## config.mk

```make
export PLATFORM = sky130hd
export DESIGN_NAME = halfword_narrower
export DESIGN_NICKNAME = d
export VERILOG_FILES = /design/src/rtl/halfword_narrower.sv
export SDC_FILE = /design/constraint.sdc
export NUM_CORES = 1
export LEC_CHECK = 0
export CAP_MARGIN = 20
export CORE_MARGIN = 3
export CORE_UTILIZATION = 44
export DETAILED_ROUTE_END_ITERATION = 10
export PLACE_DENSITY = 0.84
export SLEW_MARGIN = 20
export SYNTH_ARGS = -nofsm -noshare
export SYNTH_HDL_FRONTEND = slang
export SYNTH_SLANG_ARGS = --single-unit
```

## constraint.sdc

```tcl
create_clock -name CLK -period 2.01 [get_ports CLK]
set_clock_uncertainty 0.2 [all_clocks]
set_input_delay 0.402 -clock CLK [delete_from_list [all_inputs] [get_ports CLK]]
set_output_delay 0.402 -clock CLK [all_outputs]
set_load 0.01 [all_outputs]
```

## src/rtl/halfword_narrower.sv

```systemverilog
`default_nettype none
// ============================================================================
// Module      : halfword_narrower
// Description : Narrowing serializer. Accepts 32-bit words on a valid/ready
//               handshake and emits them as 16-bit halfwords on a second
//               valid/ready handshake. A word whose upper half is a pure
//               sign/zero extension of its lower half is sent as a single
//               compressed halfword. Any other word is sent as the low half
//               followed by the high half.
// Ports       : CLK, Reset_n (async, active low)
//               InValid/InReady/InData[31:0]/InSign   - word input
//               OutValid/OutReady/OutData[15:0]       - halfword output
//               OutLast/OutComp/OutSign               - per-beat side info
//               ClrCnt, WordCnt, CompCnt              - statistics
// Revision    : 1.0 - initial release
// ============================================================================
module halfword_narrower #(
    parameter int COMPRESS = 1,
    parameter int CNT_W    = 16
) (
    input  logic             CLK,
    input  logic             Reset_n,
    input  logic             InValid,
    output logic             InReady,
    input  logic [31:0]      InData,
    input  logic             InSign,
    output logic             OutValid,
    input  logic             OutReady,
    output logic [15:0]      OutData,
    output logic             OutLast,
    output logic             OutComp,
    output logic             OutSign,
    input  logic             ClrCnt,
    output logic [CNT_W-1:0] WordCnt,
    output logic [CNT_W-1:0] CompCnt
);

    typedef enum logic [1:0] {
        IDLE    = 2'd0,
        SEND_LO = 2'd1,
        SEND_HI = 2'd2,
        SEND_C  = 2'd3
    } state_t;

    localparam logic [CNT_W-1:0] CNT_MAX = {CNT_W{1'b1}};
    localparam logic [CNT_W-1:0] CNT_ONE = {{(CNT_W-1){1'b0}}, 1'b1};

    state_t      state, state_n;
    logic [15:0] hi_hold, hi_hold_n;
    logic [15:0] data_n;
    logic        valid_n, last_n, comp_n, sign_n;
    logic        accept, beat, fit;

    // Ready depends only on state and the sink, never on InValid, so no
    // combinational loop can form through an upstream that waits on ready.
    // In every non-IDLE state OutValid is 1, so a last beat frees the slot.
    always_comb begin
        InReady = (state == IDLE) | (OutValid & OutReady & OutLast);
        accept  = InValid & InReady;
        beat    = OutValid & OutReady;
        if (COMPRESS == 0)
            fit = 1'b0;
        else if (InSign)
            fit = (InData[31:16] == {16{InData[15]}});
        else
            fit = (InData[31:16] == 16'h0000);
    end

    always_comb begin
        // Hold everything by default; this is what keeps outputs stable
        // during a stall.
        state_n   = state;
        hi_hold_n = hi_hold;
        data_n    = OutData;
        valid_n   = OutValid;
        last_n    = OutLast;
        comp_n    = OutComp;
        sign_n    = OutSign;

        unique case (state)
            IDLE: ;
            SEND_LO: begin
                if (beat) begin
                    state_n = SEND_HI;
                    data_n  = hi_hold;
                    last_n  = 1'b1;
                end
            end
            SEND_HI, SEND_C: begin
                if (beat && !accept) begin
                    state_n = IDLE;
                    valid_n = 1'b0;
                end
            end
            default: state_n = IDLE;
        endcase

        // A new word can be loaded from IDLE or on the last beat of the
        // previous word (no bubble). accept already encodes both cases.
        if (accept) begin
            state_n   = fit ? SEND_C : SEND_LO;
            hi_hold_n = InData[31:16];
            data_n    = InData[15:0];
            valid_n   = 1'b1;
            last_n    = fit;
            comp_n    = fit;
            sign_n    = InSign;
        end
    end

    always_ff @(posedge CLK or negedge Reset_n) begin
        if (!Reset_n) begin
            state    <= IDLE;
            hi_hold  <= 16'h0000;
            OutData  <= 16'h0000;
            OutValid <= 1'b0;
            OutLast  <= 1'b0;
            OutComp  <= 1'b0;
            OutSign  <= 1'b0;
        end else begin
            state    <= state_n;
            hi_hold  <= hi_hold_n;
            OutData  <= data_n;
            OutValid <= valid_n;
            OutLast  <= last_n;
            OutComp  <= comp_n;
            OutSign  <= sign_n;
        end
    end

    // Statistics: clear has priority over a same-cycle accept.
    always_ff @(posedge CLK or negedge Reset_n) begin
        if (!Reset_n) begin
            WordCnt <= '0;
            CompCnt <= '0;
        end else if (ClrCnt) begin
            WordCnt <= '0;
            CompCnt <= '0;
        end else begin
            if (accept && (WordCnt != CNT_MAX))
                WordCnt <= WordCnt + CNT_ONE;
            if (accept && fit && (CompCnt != CNT_MAX))
                CompCnt <= CompCnt + CNT_ONE;
        end
    end

endmodule
`default_nettype wire

```

* After elaboration in Yosys (flattened, before gate mapping)
Index checks and enable logic that the tools add are counted.
** Storage, ports and cells
- Word-level logic and storage cells :: 60
- Input bits :: 38
- Output and inout port bits :: 53
- Flip-flop bits (word level) :: 70
** Cells by class
- Bitwise gates (word level) :: 4
- Mux-type cells :: 19
- Add/subtract/negate cells :: 2
- Reductions and logical operators :: 18
- Equal/unequal tests :: 8
** Operators by type and width (number)
- 16-bit 2-to-1 mux :: 7
- 16-bit by 1-bit adder with 16-bit output, second input constant :: 2
- 16-bit inequality test, second input constant :: 2
- 16-bit equality test :: 1
- 16-bit zero test :: 1
- 2-bit nonzero test :: 6
- 2-bit 2-to-1 mux :: 4
- 1-bit 2-to-1 mux :: 7
- 3-bit inequality test, second input constant :: 2
- 2-bit equality test, second input constant :: 2
- 1-bit logical AND :: 4
- 2-bit case mux with 2 select lines :: 1
- 2-bit AND reduction :: 2
- 1-bit bitwise AND :: 3
- 3-bit AND reduction :: 1
- 3-bit nonzero test :: 1
- 2-bit by 1-bit equality test with 1-bit output, second input constant :: 1
- 2-bit zero test :: 1
- 2-bit OR reduction :: 1
- 1-bit zero test :: 1
- 1-bit OR :: 1

* Depth between registers and ports, before layout
Gate-level depths: netlist of run 1.
- Word-level depth :: 9
- Depth in mapped cells :: 7
- Depth with buffers taken out :: 6

* Worst setup path before layout of run 1
No wires, ideal clock.
- Kind :: input -> register
- Start point :: input port InData[16]
- End point :: register CompCnt[4]
- Data arrival time :: 1914 ps
- Path buffers :: 1
- Path slack :: -182 ps
- Library setup time :: 78 ps
- Stages on the path :: 6
- Required time :: 1732 ps
- Cells stage by stage :: or4_4 a21oi_4 a22oi_2 buf_6 or4_1 a21oi_1
** Between the ends
- Cells in the longest elaborated chain, start to end :: 5
- Elaborated cells between the ends (all ways) :: 6
- Those cells by class :: eq/ne: 1; mux: 1; reduce/logical: 4
** RTL lines
- start: declaration :: line 25 : input logic [31:0] InData,
- 16-bit equality test or 16-bit zero test (tied branches) :: line 64, 66
- 1-bit 2-to-1 mux * :: line 63 : else if (InSign)
- 1-bit logical AND * (2 in series) :: line 142 : if (accept && fit && (CompCnt != CNT_MAX))
- 2-bit nonzero test (no source line) *
- end signal: assignment :: line 143 : CompCnt <= CompCnt + CNT_ONE;
- end: declaration :: line 35 : output logic [CNT_W-1:0] CompCnt
Every way passes the cells marked *; elsewhere a longest branch is shown, timed or not.
A chain may end at the register's enable or synchronous reset.

* Worst setup path after layout of run 1
- Start point :: register state[1]
- End point :: register CompCnt[0]
** Between the ends
- Cells in the longest elaborated chain, start to end :: 6
** RTL lines
- start: declaration :: line 48 : state_t state, state_n;
- start signal: assignment :: line 121 : state <= state_n;
- 2-bit zero test :: line 58 : InReady = (state == IDLE) | (OutValid & OutReady & OutLast);
- 1-bit OR :: line 58
- 1-bit bitwise AND :: line 59 : accept = InValid & InReady;
- 1-bit logical AND (2 in series) :: line 142
- 2-bit nonzero test (no source line)
No other way between the ends.

==> flow_metrics.py, run 1 <==
metrics = {
    "status": {
        "status": "finished, violations left",
        "violations": "negative setup slack",
    },
    "run": {
        "cap_viol_max_count": 0,
    },
    "power": {
        "peakVddDrop_v": 0.000644,
        "leakage_nw": 2.50,
        "powerDensity_nw_per_um2": 900,
    },
    "global_route": {
        "grt_overflow": 0,
        "antenna_found_initial": 0,
        "grt_pass1_wl_um": 16200,
        "grt_pass1_vias": 3480,
        "grt_max_degree": 71,
        "grtUsageTotal_pct": 22.9,
    },
    "synth": {
        "ys_seq_area_share_pct": 50.5,
        "synthFlopType": "dfrtp_1",
        "postSynthCellCount": 368,
        "post_synth.cell_area_avg_sq_um": 9.44,
        "syn_nets": 408,
        "ys_warn_count": 0,
        "async_reset_ff_share_pct": 100,
        "netlist_area_sq_um": 3470,
        "synth_edf_count": 0,
        "ys_seq_elements": 70,
        "synth_cell_types": 46,
    },
    "finish": {
        "fin_cells": 632,
        "design_area_sq_um": 5500,
        "layout-drive-gt1-share_pct": 28.7,
        "layout.nets": 569,
        "antenna_cells": 0,
        "area_growth_pct": 58.3,
        "mostFrequentLayoutCells": "83 x nand2_1, 70 x buf_4, 66 x dfrtp_1, 63 x clkdlybuf4s50_1, 21 x o21ai_0",
        "fill_cells": 541,
        "final_common_cell": "nand2_1",
    },
    "clock_network": {
        "cts_inserted_buffers": 9,
        "path_clk_slew_ns": 0.07,
        "clock-root-buffer": "clkbuf_8",
        "clock_sinks": 70,
        "clk_latency_ns": 0.34,
        "clk_path_buf_depth": 2,
        "cts_tree": "built",
        "ctsHtreeMaxLevel": 3,
    },
    "die": {
        "start_util_pct": 46.6,
        "num_rows": 31,
        "die_area_sq_um": 8990,
        "ios": 91,
        "core_sq_um": 7450,
        "die_h_um": 94.8,
        "die_width_um": 94.8,
    },
    "placement": {
        "hpwl_um": 6960,
        "place_congestion": 0.900,
        "port_buffers": 90,
        "placed_area_sq_um": 4940,
        "dpl.cell_count": 601,
        "pre_cts_slack_ns": -0.757,
    },
    "routing": {
        "drc": 0,
        "antenna_left": 0,
        "routedWlPerCell_um": 15.9,
        "num_vias": 3501,
        "routed_via_density": 5.54,
        "firstDrtPassIters": 4,
        "finalWirelength_um": 10100,
        "drt_iter0_markers": 116,
    },
    "setup_path": {
        "worstSetupPathType": "reg -> reg",
        "path_delay_family": "simple AND/OR/NAND/NOR gates",
        "arrival_ns": 2.13,
        "crit_start": "state[1]",
        "crit_path_end": "CompCnt[0]",
        "cp_max_fo": 7,
        "crit_required_ns": 2.08,
        "path_cells": "or3b_4 > buf_4 > nand2_8 > o21ai_4 > buf_6 > or3_1 > a21oi_2",
        "startpoint_type": "flip-flop",
        "r2r_cells": 7,
        "cpPeakStageDelay_ns": 0.40,
        "reg2reg_to": "CompCnt[0]",
        "timing.rr.start": "state[1]",
        "cp_num_cells": 7,
        "endpoint_kind": "flip-flop",
        "cp_num_buf_inv": 2,
        "rrSetupSlack_ns": -0.06,
        "crit_slowest_cell": "or3b_4",
    },
    "timing": {
        "setup_violations": 9,
        "final.setup.tns_ns": -0.408,
        "fin_ws_ns": -0.0588,
        "fmax_mhz": 483,
        "min_period_ns": 2.07,
        "relSlewSlack_pct": 67.1,
        "worstMarginPinSlew_ns": 0.494,
        "post-route-period-util_pct": 103,
        "drv_slew": 0,
        "hold_violations": 0,
        "hold_ws_ns": 0.163,
        "grt_setup_unrepaired": "true",
    },
    "hold_path": {
        "hold_path.class": "in -> reg",
    },
}
-- logic make-up (layout without fill, tap and decap cells) --
family	Yosys count	in the layout	synth area share, %
adder cells (fa/ha/maj)	2	2	0.721
multiplexers	17	17	4.94
buffers and inverters	20	183	2.45
AND/OR/NAND/NOR	181	181	26.2
XOR/XNOR	14	14	3.53
flip-flops	70	70	50.5
AO/OA/AOI/OAI	64	66	11.7
-- flip-flops by register name, indices dropped and copies added (netlist names) --
signal,flops
OutLast,1
WordCnt,16
OutComp,1
OutValid,1
CompCnt,16
OutSign,1
OutData,16
state,2
hi_hold,16
-- through the flow --
stage | power [mW] | utilization, %
global route | 5.27 | 73.8
finish | 4.95 | 73.8
global placement | 3.71 | 66.3
floorplan | 2.83 | -
detailed placement | 3.79 | 66.3
CTS | 4.91 | 70.0
-- power breakdown --
part | internal, mW | switching (mW) | leakage (nW) | total [mW]
sequential | 1.78 | 0.222 | 0.909 | 2.00
combinational | 0.940 | 0.917 | 1.50 | 1.86
clock | 0.566 | 0.521 | 0.0931 | 1.09
-- worst min path at each step --
stage	start	depth (start not counted)	endpoint
finish	InData[25]	4	hi_hold[9]
detailed placement	Reset_n	2	WordCnt[8]
floorplan	Reset_n	0	CompCnt[0]
global route	InData[25]	4	hi_hold[9]
global placement	Reset_n	2	WordCnt[9]
CTS	InData[25]	4	hi_hold[9]
-- layout make-up --
class | count | area, sq um | share of cell area (%)
inverters | 2 | 7.51 | 0.137
clock buffers | 11 | 131 | 2.39
repair buffers | 166 | 1490 | 27.1
flip-flops and latches | 70 | 1760 | 32.0
clock inverters | 4 | 48.8 | 0.888
well taps | 99 | 124 | 2.25
multi-input cells | 280 | 1940 | 35.2
-- synth_stat cells, types with 4 or more instances --
cell type,instances,area (sq um)
xnor2_1,14,123
nand3_1,9,45.0
nand4_1,12,75.1
and3_1,5,31.3
nor2b_1,4,25.0
or4_1,11,82.6
mux2i_1,16,160
buf_1,4,15.0
nand2_1,84,315
nor2_1,22,82.6
nor3_1,8,40.0
a21oi_1,15,75.1
and4_1,6,52.6
o31ai_1,11,82.6
nor4_1,6,37.5
clkbuf_1,11,41.3
dfrtp_1,70,1750
o21ai_0,23,115
-- worst register-to-register path: cells and delay by family, from the launching register on --
family | cells | cell delay (ns)
AOI/OAI and AO/OA | 2 | 0.25
and+or+nand+nor | 3 | 0.85
DFF | 1 | 0.39
buffers and inverters | 2 | 0.31
-- routing by layer --
layer  global-route usage, %  part of all wire [%]  up-vias  wire [um]
li1                        -                     -     1654          -
met1                    28.7                    41     1703       4090
met2                    38.9                    51      129       5110
met3                    5.42                   7.6       15        762
met4                    7.57                   1.0        0        103
met5                       0                     0        -          0
-- what timing repair did --
item,in CTS,in global routing
endpoints found under the hold margin,70,0
setup buffers,7,7
gates cloned,2,0
setup endpoints to repair,55,50
hold buffers,1,0
pin swaps,16,10
gates resized for setup,46,56
(Power assumes the default switching activity.)
==> run 2, diff against run 1 <==
--- a/config.mk
+++ b/config.mk
@@ -8,8 +8,9 @@
 export CAP_MARGIN = 20
 export CORE_MARGIN = 3
 export CORE_UTILIZATION = 44
+export CTS_CLUSTER_SIZE = 25
 export DETAILED_ROUTE_END_ITERATION = 10
-export PLACE_DENSITY = 0.84
+export PLACE_DENSITY = 0.87
 export SLEW_MARGIN = 20
 export SYNTH_ARGS = -nofsm -noshare
 export SYNTH_HDL_FRONTEND = slang
==> flow_metrics.py, run 2 (same netlist as run 1, synthesis figures left out) <==
metrics = {
    "status": {
        "status": "finished, violations left",
        "violations": "negative setup slack",
    },
    "power": {
        "leakage_nw": 2.52,
        "total_power_mw": 4.86,
        "powerDensity_nw_per_um2": 897,
        "peakVddDrop_v": 0.000630,
    },
    "setup_path": {
        "crit_start": "CompCnt[1]",
        "r2r_cells": 7,
        "startpoint_type": "flip-flop",
        "arrival_ns": 2.22,
        "cpPeakStageDelay_ns": 0.55,
        "rrSetupSlack_ns": -0.15,
        "cp_max_fo": 6,
        "cp_num_buf_inv": 1,
        "timing.rr.start": "CompCnt[1]",
        "crit_required_ns": 2.08,
        "path_cells": "ha_2 > and3_4 > nand3b_1 > buf_6 > nor2_2 > or4_4 > a21oi_2",
        "crit_slowest_cell": "or4_4",
        "crit_path_end": "CompCnt[11]",
        "reg2reg_to": "CompCnt[11]",
        "path_delay_family": "simple AND/OR/NAND/NOR gates",
        "cp_num_cells": 7,
        "worstSetupPathType": "reg -> reg",
        "endpoint_kind": "flip-flop",
    },
    "routing": {
        "num_vias": 3581,
        "firstDrtPassIters": 5,
        "routedWlPerCell_um": 17.4,
        "routed_via_density": 5.74,
        "finalWirelength_um": 10800,
        "drt_iter0_markers": 231,
        "drc": 0,
        "antenna_left": 0,
    },
    "timing": {
        "setup_violations": 12,
        "drv_slew": 0,
        "relSlewSlack_pct": 68.8,
        "fin_ws_ns": -0.145,
        "min_period_ns": 2.16,
        "post-route-period-util_pct": 107,
        "hold_violations": 0,
        "fmax_mhz": 464,
        "worstMarginPinSlew_ns": 0.468,
        "hold_ws_ns": 0.108,
        "grt_setup_unrepaired": "true",
    },
    "die": {
        "start_util_pct": 46.6,
        "ios": 91,
        "core_sq_um": 7450,
        "die_area_sq_um": 8990,
        "die_h_um": 94.8,
        "die_width_um": 94.8,
        "num_rows": 31,
    },
    "finish": {
        "fill_cells": 533,
        "mostFrequentLayoutCells": "82 x nand2_1, 67 x dfrtp_1, 60 x clkdlybuf4s50_1, 54 x buf_4, 21 x o21ai_0",
        "layout.nets": 560,
        "utilization_pct": 72.7,
        "area_growth_pct": 56.0,
        "final_common_cell": "nand2_1",
        "antenna_cells": 0,
        "layout-drive-gt1-share_pct": 27.0,
    },
    "placement": {
        "pre_cts_slack_ns": -0.785,
        "hpwl_um": 6750,
        "port_buffers": 90,
        "place_congestion": 0.845,
    },
    "global_route": {
        "antenna_found_initial": 0,
        "grt_max_degree": 71,
        "grt_pass1_vias": 3383,
        "grtUsageTotal_pct": 22.6,
        "grt_pass1_wl_um": 15800,
        "grt_overflow": 0,
    },
    "clock_network": {
        "clk_latency_ns": 0.35,
        "cts_tree": "built",
        "path_clk_slew_ns": 0.08,
        "clock-root-buffer": "clkbuf_8",
        "ctsHtreeMaxLevel": 3,
        "clock_sinks": 70,
        "cts_inserted_buffers": 9,
        "clk_path_buf_depth": 2,
    },
    "hold_path": {
        "hold_path.class": "in -> reg",
    },
    "run": {
        "cap_viol_max_count": 0,
    },
}
run 2: cell types whose count changed in the layout (fill, tap and decap cells not counted), sizes merged:
cell and delta:
clkbuf +3, clkinvlp +1, buf -9, clkdlybuf4s15 -1, dlygate4sd2 -2, bufinv -1, clkdlybuf4s50 -3, dlymetal6s2s +4
run 2: cell type report:
class | instances | area [sq um] | area share (%)
Inverter | 2 | 7.51 | 0.139
Multi-Input combinational cell | 280 | 1900 | 35.0
Clock buffer | 12 | 145 | 2.68
Sequential cell | 70 | 1760 | 32.4
Timing Repair Buffer | 157 | 1460 | 27.0
Clock inverter | 4 | 22.5 | 0.416
Tap cell | 99 | 124 | 2.29
run 2: how the worst min path moves through the flow:
stage / start / endpoint / cells past startpoint
detailed placement: Reset_n / OutData[1] / 2
global placement: Reset_n / OutData[1] / 2
floorplan: Reset_n / CompCnt[0] / 0
CTS: InData[18] / hi_hold[2] / 4
global route: InData[16] / hi_hold[0] / 3
finish: InData[16] / hi_hold[0] / 3
run 2: metrics by stage:
stage	TNS [ns]	std cells	area (sq um)
3_5_place_dp	-29.54	593	4890
5_1_grt	-1.83	624	5420
6_report	-0.880	624	5420
3_3_place_gp	-27.63	593	4890
4_1_cts	-0.504	615	5130
2_1_floorplan	-1.41	368	3510
run 2: where the power goes:
part           leakage, nW  total [mW]  internal [mW]  switching, mW
registers            0.911        2.00           1.78          0.219
logic                 1.52        1.85          0.940          0.911
clock network       0.0861        1.01          0.476          0.532
run 2: routing by layer:
metal	track usage (%)	part of all wire [%]	vias up
met2	36.9	50	180
met3	5.42	8.5	20
li1	-	-	1626
met5	0	0	-
met1	28.6	40	1755
met4	9.62	1.2	0
run 2: what timing repair did:
action | in CTS | in global routing
resized for setup | 43 | 62
setup buffers | 4 | 8
pin swaps | 13 | 15
hold buffers | 1 | 0
cloned | 1 | 1
hold endpoints to repair | 70 | 0
setup endpoints to repair | 40 | 47
run 2: worst register-to-register path: cells and delay by family, from the launching register on:
kind                       cells  cell delay, ns
buffers and inverters          1            0.15
and+or+nand+nor                4            0.94
DFF                            1            0.43
AOI/OAI and AO/OA              1            0.15
adders and majority gates      1            0.21
